### config.mk
export PLATFORM = sky130hd
export DESIGN_NAME = imem_loader_flat
export DESIGN_NICKNAME = d
export VERILOG_FILES = /design/src/rtl/imem_loader_if.sv /design/src/rtl/imem_loader.sv /design/src/flat_wrapper.sv
export SDC_FILE = /design/constraint.sdc
export NUM_CORES = 1
export LEC_CHECK = 0
export BUFFER_PORTS_ARGS = -buffer_cell sky130_fd_sc_hd__buf_2
export CAP_MARGIN = 10
export CORE_UTILIZATION = 50
export CTS_CLUSTER_DIAMETER = 150
export DETAILED_ROUTE_END_ITERATION = 8
export PLACE_DENSITY = 0.7
export SLEW_MARGIN = 20
export SYNTH_ARGS = -nofsm -noshare
export SYNTH_HDL_FRONTEND = slang
export SYNTH_SLANG_ARGS = --single-unit
export TNS_END_PERCENT = 30
### constraint.sdc
create_clock -name clk -period 4.09 [get_ports clk]
set_input_delay 0.818 -clock clk [delete_from_list [all_inputs] [get_ports clk]]
set_output_delay 0.818 -clock clk [all_outputs]
set_load 0.02 [all_outputs]
### src/rtl/imem_loader_if.sv
// Interface bundling the imem_loader byte stream, instruction memory
// write port and CPU status lines.
interface imem_loader_if #(
    parameter int INST_WIDTH = 32,
    parameter int ADDR_WIDTH = 8
);
    logic                  in_valid;
    logic [7:0]            in_data;
    logic                  in_ready;
    logic                  wr_en;
    logic [ADDR_WIDTH-1:0] wr_addr;
    logic [INST_WIDTH-1:0] wr_data;
    logic                  cpu_hold;
    logic                  done;
    logic                  error;

    modport master (
        input  in_valid, in_data,
        output in_ready, wr_en, wr_addr, wr_data, cpu_hold, done, error
    );

    modport slave (
        output in_valid, in_data,
        input  in_ready, wr_en, wr_addr, wr_data, cpu_hold, done, error
    );
endinterface

### src/rtl/imem_loader.sv
// Framed program loader: parses A5/LEN/payload from a byte stream and writes
// instruction words. Define IMEM_LOADER_CHECKSUM_EN for the XOR checksum trailer.
module imem_loader #(
    parameter int INST_WIDTH = 32,
    parameter int ADDR_WIDTH = 8
) (
    input logic           clk,
    input logic           reset,
    imem_loader_if.master bus
);
    localparam int              BPW       = INST_WIDTH / 8;
    localparam int              BCW       = (BPW > 1) ? $clog2(BPW) : 1;
    localparam logic [BCW-1:0]  LAST_BYTE = BCW'(BPW - 1);
    localparam logic [31:0]     CAPACITY  = 32'(64'd1 << ADDR_WIDTH);
    localparam logic [7:0]      SYNC      = 8'hA5;

`ifdef IMEM_LOADER_CHECKSUM_EN
    typedef enum logic [2:0] {S_IDLE, S_LEN_HI, S_LEN_LO, S_DATA, S_CSUM, S_DONE} state_t;
    localparam state_t TRAILER = S_CSUM;
`else
    typedef enum logic [2:0] {S_IDLE, S_LEN_HI, S_LEN_LO, S_DATA, S_DONE} state_t;
    localparam state_t TRAILER = S_DONE;
`endif

    state_t                state_q, state_d;
    logic [15:0]           len_q, word_cnt_q;
    logic [BCW-1:0]        byte_cnt_q;
    logic [INST_WIDTH-1:0] asm_q, asm_next;
    logic                  in_ready_q, wr_en_q, cpu_hold_q, done_q, error_q;
    logic [ADDR_WIDTH-1:0] wr_addr_q;
    logic [INST_WIDTH-1:0] wr_data_q;
`ifdef IMEM_LOADER_CHECKSUM_EN
    logic [7:0]            csum_q;
`endif

    logic        fire, is_sync, word_last, frame_last, len_over;
    logic [15:0] len_full;

    assign fire       = bus.in_valid && in_ready_q;
    assign is_sync    = (bus.in_data == SYNC);
    assign len_full   = {len_q[15:8], bus.in_data};
    assign len_over   = ({16'd0, len_full} > CAPACITY);
    assign word_last  = (byte_cnt_q == LAST_BYTE);
    assign frame_last = word_last && (word_cnt_q == len_q - 16'd1);
    assign asm_next   = INST_WIDTH'({asm_q, bus.in_data});

    // NOTE: every variable gets a default before the case so no latch is inferred.
    always_comb begin
        state_d = state_q;
        case (state_q)
            S_IDLE:   if (fire && is_sync) state_d = S_LEN_HI;
            S_LEN_HI: if (fire) state_d = S_LEN_LO;
            S_LEN_LO: if (fire) begin
                if (len_full == 16'd0)  state_d = TRAILER;
                else if (len_over)      state_d = S_IDLE;
                else                    state_d = S_DATA;
            end
            S_DATA:   if (fire && frame_last) state_d = TRAILER;
`ifdef IMEM_LOADER_CHECKSUM_EN
            S_CSUM:   if (fire) state_d = S_DONE;
`endif
            S_DONE:   state_d = S_IDLE;
            default:  state_d = S_IDLE;
        endcase
    end

    // NOTE: state is updated with non-blocking assignments so all registers
    // sample the same pre-edge values.
    always_ff @(posedge clk) begin
        if (!reset) begin
            state_q    <= S_IDLE;
            len_q      <= '0;
            word_cnt_q <= '0;
            byte_cnt_q <= '0;
            asm_q      <= '0;
            in_ready_q <= 1'b0;
            wr_en_q    <= 1'b0;
            wr_addr_q  <= '0;
            wr_data_q  <= '0;
            cpu_hold_q <= 1'b0;
            done_q     <= 1'b0;
            error_q    <= 1'b0;
`ifdef IMEM_LOADER_CHECKSUM_EN
            csum_q     <= '0;
`endif
        end else begin
            state_q    <= state_d;
            in_ready_q <= (state_d != S_DONE);
            done_q     <= (state_d == S_DONE);
            wr_en_q    <= 1'b0;
            // Address advances once the write it labelled has been issued.
            if (wr_en_q) wr_addr_q <= wr_addr_q + ADDR_WIDTH'(1);

            case (state_q)
                S_IDLE: if (fire && is_sync) begin
                    cpu_hold_q <= 1'b1;
                    error_q    <= 1'b0;
                    byte_cnt_q <= '0;
                    word_cnt_q <= '0;
                    wr_addr_q  <= '0;
`ifdef IMEM_LOADER_CHECKSUM_EN
                    csum_q     <= '0;
`endif
                end
                S_LEN_HI: if (fire) len_q[15:8] <= bus.in_data;
                S_LEN_LO: if (fire) begin
                    len_q[7:0] <= bus.in_data;
                    if (len_over) error_q <= 1'b1;
                end
                S_DATA: if (fire) begin
                    asm_q <= asm_next;
`ifdef IMEM_LOADER_CHECKSUM_EN
                    csum_q <= csum_q ^ bus.in_data;
`endif
                    if (word_last) begin
                        byte_cnt_q <= '0;
                        word_cnt_q <= word_cnt_q + 16'd1;
                        wr_en_q    <= 1'b1;
                        wr_data_q  <= asm_next;
                    end else begin
                        byte_cnt_q <= byte_cnt_q + BCW'(1);
                    end
                end
`ifdef IMEM_LOADER_CHECKSUM_EN
                S_CSUM: if (fire && (bus.in_data != csum_q)) error_q <= 1'b1;
`endif
                S_DONE: cpu_hold_q <= error_q;
                default: ;
            endcase
        end
    end

    assign bus.in_ready = in_ready_q;
    assign bus.wr_en    = wr_en_q;
    assign bus.wr_addr  = wr_addr_q;
    assign bus.wr_data  = wr_data_q;
    assign bus.cpu_hold = cpu_hold_q;
    assign bus.done     = done_q;
    assign bus.error    = error_q;
endmodule

### src/flat_wrapper.sv
// flat-port wrapper written by rule: the top's interface ports become plain ports
module imem_loader_flat 
#(
    parameter int INST_WIDTH = 32,
    parameter int ADDR_WIDTH = 8
)
  (clk, reset, bus_in_valid, bus_in_data, bus_in_ready, bus_wr_en, bus_wr_addr, bus_wr_data, bus_cpu_hold, bus_done, bus_error);
  imem_loader_if #(.INST_WIDTH(INST_WIDTH), .ADDR_WIDTH(ADDR_WIDTH)) bus_i ();
  input logic clk;
  input logic reset;
  input wire logic [$bits(bus_i.in_valid)-1:0] bus_in_valid;
  input wire logic [$bits(bus_i.in_data)-1:0] bus_in_data;
  output wire logic [$bits(bus_i.in_ready)-1:0] bus_in_ready;
  output wire logic [$bits(bus_i.wr_en)-1:0] bus_wr_en;
  output wire logic [$bits(bus_i.wr_addr)-1:0] bus_wr_addr;
  output wire logic [$bits(bus_i.wr_data)-1:0] bus_wr_data;
  output wire logic [$bits(bus_i.cpu_hold)-1:0] bus_cpu_hold;
  output wire logic [$bits(bus_i.done)-1:0] bus_done;
  output wire logic [$bits(bus_i.error)-1:0] bus_error;
  assign bus_i.in_valid = bus_in_valid;
  assign bus_i.in_data = bus_in_data;
  assign bus_in_ready = bus_i.in_ready;
  assign bus_wr_en = bus_i.wr_en;
  assign bus_wr_addr = bus_i.wr_addr;
  assign bus_wr_data = bus_i.wr_data;
  assign bus_cpu_hold = bus_i.cpu_hold;
  assign bus_done = bus_i.done;
  assign bus_error = bus_i.error;
  imem_loader #(.INST_WIDTH(INST_WIDTH), .ADDR_WIDTH(ADDR_WIDTH)) u_core (.clk(clk), .reset(reset), .bus(bus_i));
endmodule
==> impl_metrics.json <==
{
  "die-area_um2": 9528,
  "htreeDepth": 3,
  "clk_latency_ps": 370,
  "cts-root-buf": "clkbuf_8",
  "synth-seq-cells": 106,
  "synth_area_um2": 4571,
  "cp_slowest_stage_delay_ps": 550,
  "synth.top_cell.area_share_pct": 46.43,
  "synth_enable_flop_cells": 0,
  "cts_tree": "done",
  "synthTopCellsByCount": "127 x nand2_1, 106 x dfxtp_1, 66 x a21oi_1",
  "synth_top_cell_by_area": "dfxtp_1",
  "final_nets": 602,
  "drtPass1Iterations": 7,
  "synthArstFlopShare_pct": 0,
  "routed_wl_um": 10200,
  "period_share_pct": 61.13,
  "fmax_mhz": 399.9,
  "synth_area_leaders": "dfxtp_1 46%, nand2_1 10%, a21oi_1 7.2%, xor2_1 4.4%, nor2_1 4.0%",
  "grt_pass1_wl_um": 16980,
  "violations": "design-rule violations",
  "syn_nets": 565,
  "antenna_found_initial": 0,
  "timing.rr.end": "u_core.state_q[1]",
  "cts_buffer_depth": 2,
  "dpl.cell_count": 684,
  "grt_pass1_vias": 3454,
  "seq_area_frac_synth_pct": 46.43,
  "cts.clk_slew.worst_paths_ps": 100,
  "skew_ps": 12.21,
  "cts.sinks": 106,
  "rsz0062_at_grt": "false",
  "dr.first_iter.drc_count": 168,
  "io_pins": 56,
  "place_hpwl_um": 7134,
  "gp_congestion": 0.8232,
  "avgSynthCellArea_um2": 8.310,
  "n_antenna_cell": 0,
  "cts-resized-gates": 0,
  "hold_viol": 0,
  "initial_core_util_pct": 51.90,
  "setup_viol": 0,
  "antenna_left": 0,
  "critical_path_class": "in -> reg",
  "ys_types": 50,
  "hold_path_class": "reg -> reg",
  "drv_cap": 0,
  "rr_worst_depth": 6,
  "multi_input_area_um2": 2296,
  "critical-path-top-delay-family": "simple AND/OR/NAND/NOR gates",
  "tightest_slew_ps": 883.7,
  "design_power_total_uw": 1680,
  "ys_warn_count": 0,
  "grt_max_degree": 48,
  "finalNonFillerCells": 700,
  "fin_area_um2": 5075,
  "cp.arrival_ps": 2740,
  "max_slew_margin_pct": 40.94,
  "vias": 3830,
  "regArea_um2": 2122,
  "placed_area_um2": 4885,
  "portBuffers": 55,
  "viasPerCell": 5.471,
  "worstPathRequired_ps": 4330,
  "die_x_um": 97.61,
  "r2r-start": "u_core.len_q[2]",
  "drv_slew": 0,
  "tns_ps": 0,
  "drc": 7,
  "cts_hold_buf": 0,
  "die_y_um": 97.61,
  "min_from": "u_core.bus.wr_data[29]",
  "cp_slowest_cell": "or4_4",
  "crit_path_max_fanout": 11,
  "critPathLaunchType": "primary input",
  "max-vdd-ir-drop_uv": 287.6,
  "final_util_pct": 57.63,
  "p_leak_uw": 0.001906,
  "netlist_instances": 550,
  "gr-usage-all-layers_pct": 22.30,
  "rows": 34,
  "powerDensity_nw_per_um2": 331.0,
  "synth.most_common_cell": "nand2_1",
  "post_cts_buffers": 0,
  "synth_ff_type": "dfxtp_1",
  "holdPathEnd": "u_core.bus.wr_data[29]",
  "avgRoutedWirePerCell_um": 14.56,
  "coreArea_um2": 8806,
  "drive_above_1_share_pct": 14.86,
  "period_minus_slack_ps": 2500,
  "n_fill_cell": 786,
  "outcome": "complete, but fails checks",
  "cts_buffers": 9,
  "crit_buf_inv": 1,
  "synthToLayoutAreaGrowth_pct": 11.03,
  "overflow": 0,
  "crit_chain": "buf_2 > or4_4 > nand4bb_4 > a211oi_2 > nand3_1 > xor2_1 > nor2_1",
  "r2r_setup_slack_ps": 1720,
  "end_kind": "flop",
  "hold_path_depth": 2
}
final cells by class:
| class | count | area share, % |
|---|---|---|
| multi-input combinational | 405 | 45.24 |
| clock inverter | 6 | 1.233 |
| inverter | 5 | 0.3698 |
| timing repair buffer | 60 | 6.164 |
| clock buffer | 10 | 2.515 |
| tap | 108 | 2.663 |
| sequential | 106 | 41.81 |
sequential cells by signal (all words and copies together), names as in the netlist:
| signal | cells |
|---|---|
| u_core.bus.wr_data | 32 |
| u_core.bus.error | 1 |
| u_core.asm_q | 24 |
| u_core.bus.done | 1 |
| u_core.len_q | 16 |
| u_core.word_cnt_q | 16 |
| u_core.bus.wr_addr | 8 |
| u_core.bus.cpu_hold | 1 |
| u_core.byte_cnt_q | 2 |
| u_core.state_q | 3 |
| u_core.bus.in_ready | 1 |
| u_core.bus.wr_en | 1 |
worst max-delay path by stage:
stage / startpoint / end / depth (start not counted)
final: bus_in_data[1] / u_core.word_cnt_q[11] / 7
after global routing: bus_in_data[1] / u_core.word_cnt_q[11] / 7
after CTS: bus_in_data[1] / u_core.word_cnt_q[11] / 7
after detailed placement: bus_in_data[1] / u_core.word_cnt_q[13] / 7
after global placement: bus_in_data[1] / u_core.word_cnt_q[15] / 7
after floorplan: bus_in_data[1] / u_core.word_cnt_q[12] / 7
logic make-up after synthesis:
logic type	share of synthesized area [%]
flip-flops	46.43
adder cells (fa/ha/maj)	1.314
multiplexers	3.942
AO/OA/AOI/OAI	12.51
XOR/XNOR	7.665
buffers and inverters	3.449
AND/OR/NAND/NOR	24.69
worst min-delay path, stage by stage, from the launching register on:
cell     delay [ps]
dfxtp_1         320
nand2_1          50
a21oi_1          50
placed cells by master (no fill, tap or decap), types with 2 or more instances in the layout:
master / Yosys / final
and4_1: 2 / 2
nand4_1: 8 / 8
xnor2_1: 17 / 17
or3_1: 3 / 3
o21ai_0: 8 / 8
dfxtp_1: 106 / 106
buf_2: 3 / 55
clkinv_4: 0 / 3
nand2b_1: 4 / 4
nand3_1: 24 / 24
buf_4: 0 / 5
a41o_1: 2 / 2
ha_1: 4 / 4
mux2i_1: 18 / 18
and3_1: 5 / 5
xor2_1: 23 / 23
and2_1: 2 / 2
or4_4: 2 / 2
nor4_2: 2 / 2
clkbuf_8: 0 / 9
o311ai_0: 2 / 2
nand2_1: 127 / 127
nor3_1: 9 / 9
nor2_1: 49 / 49
a21oi_1: 66 / 66
inv_1: 4 / 4
a31oi_1: 4 / 4
a211oi_2: 2 / 2
power by group:
part	internal, uW	total (uW)	switching (uW)
combinational	7.96	35.8	27.9
clock	237	611	375
sequential	1030	1030	0.379
stage by stage:
step / worst slack (ps) / hold WS [ps]
finish: 1590 / 456.5
global route: 1442 / 478.3
CTS: 1604 / 459.2
detailed placement: 1195 / 445.1
global placement: 1258 / 440.6
floorplan: 1635 / 432.1
layer usage:
layer  track usage (%)  up-vias  share of wire [%]
li1                  -     1934                  -
met2             32.90      109                 43
met1             33.02     1776                 50
met3             3.525       11                5.8
met4             7.343        0                1.2
met5                 0        -                  0
Power figures use the tool's default switching activity.
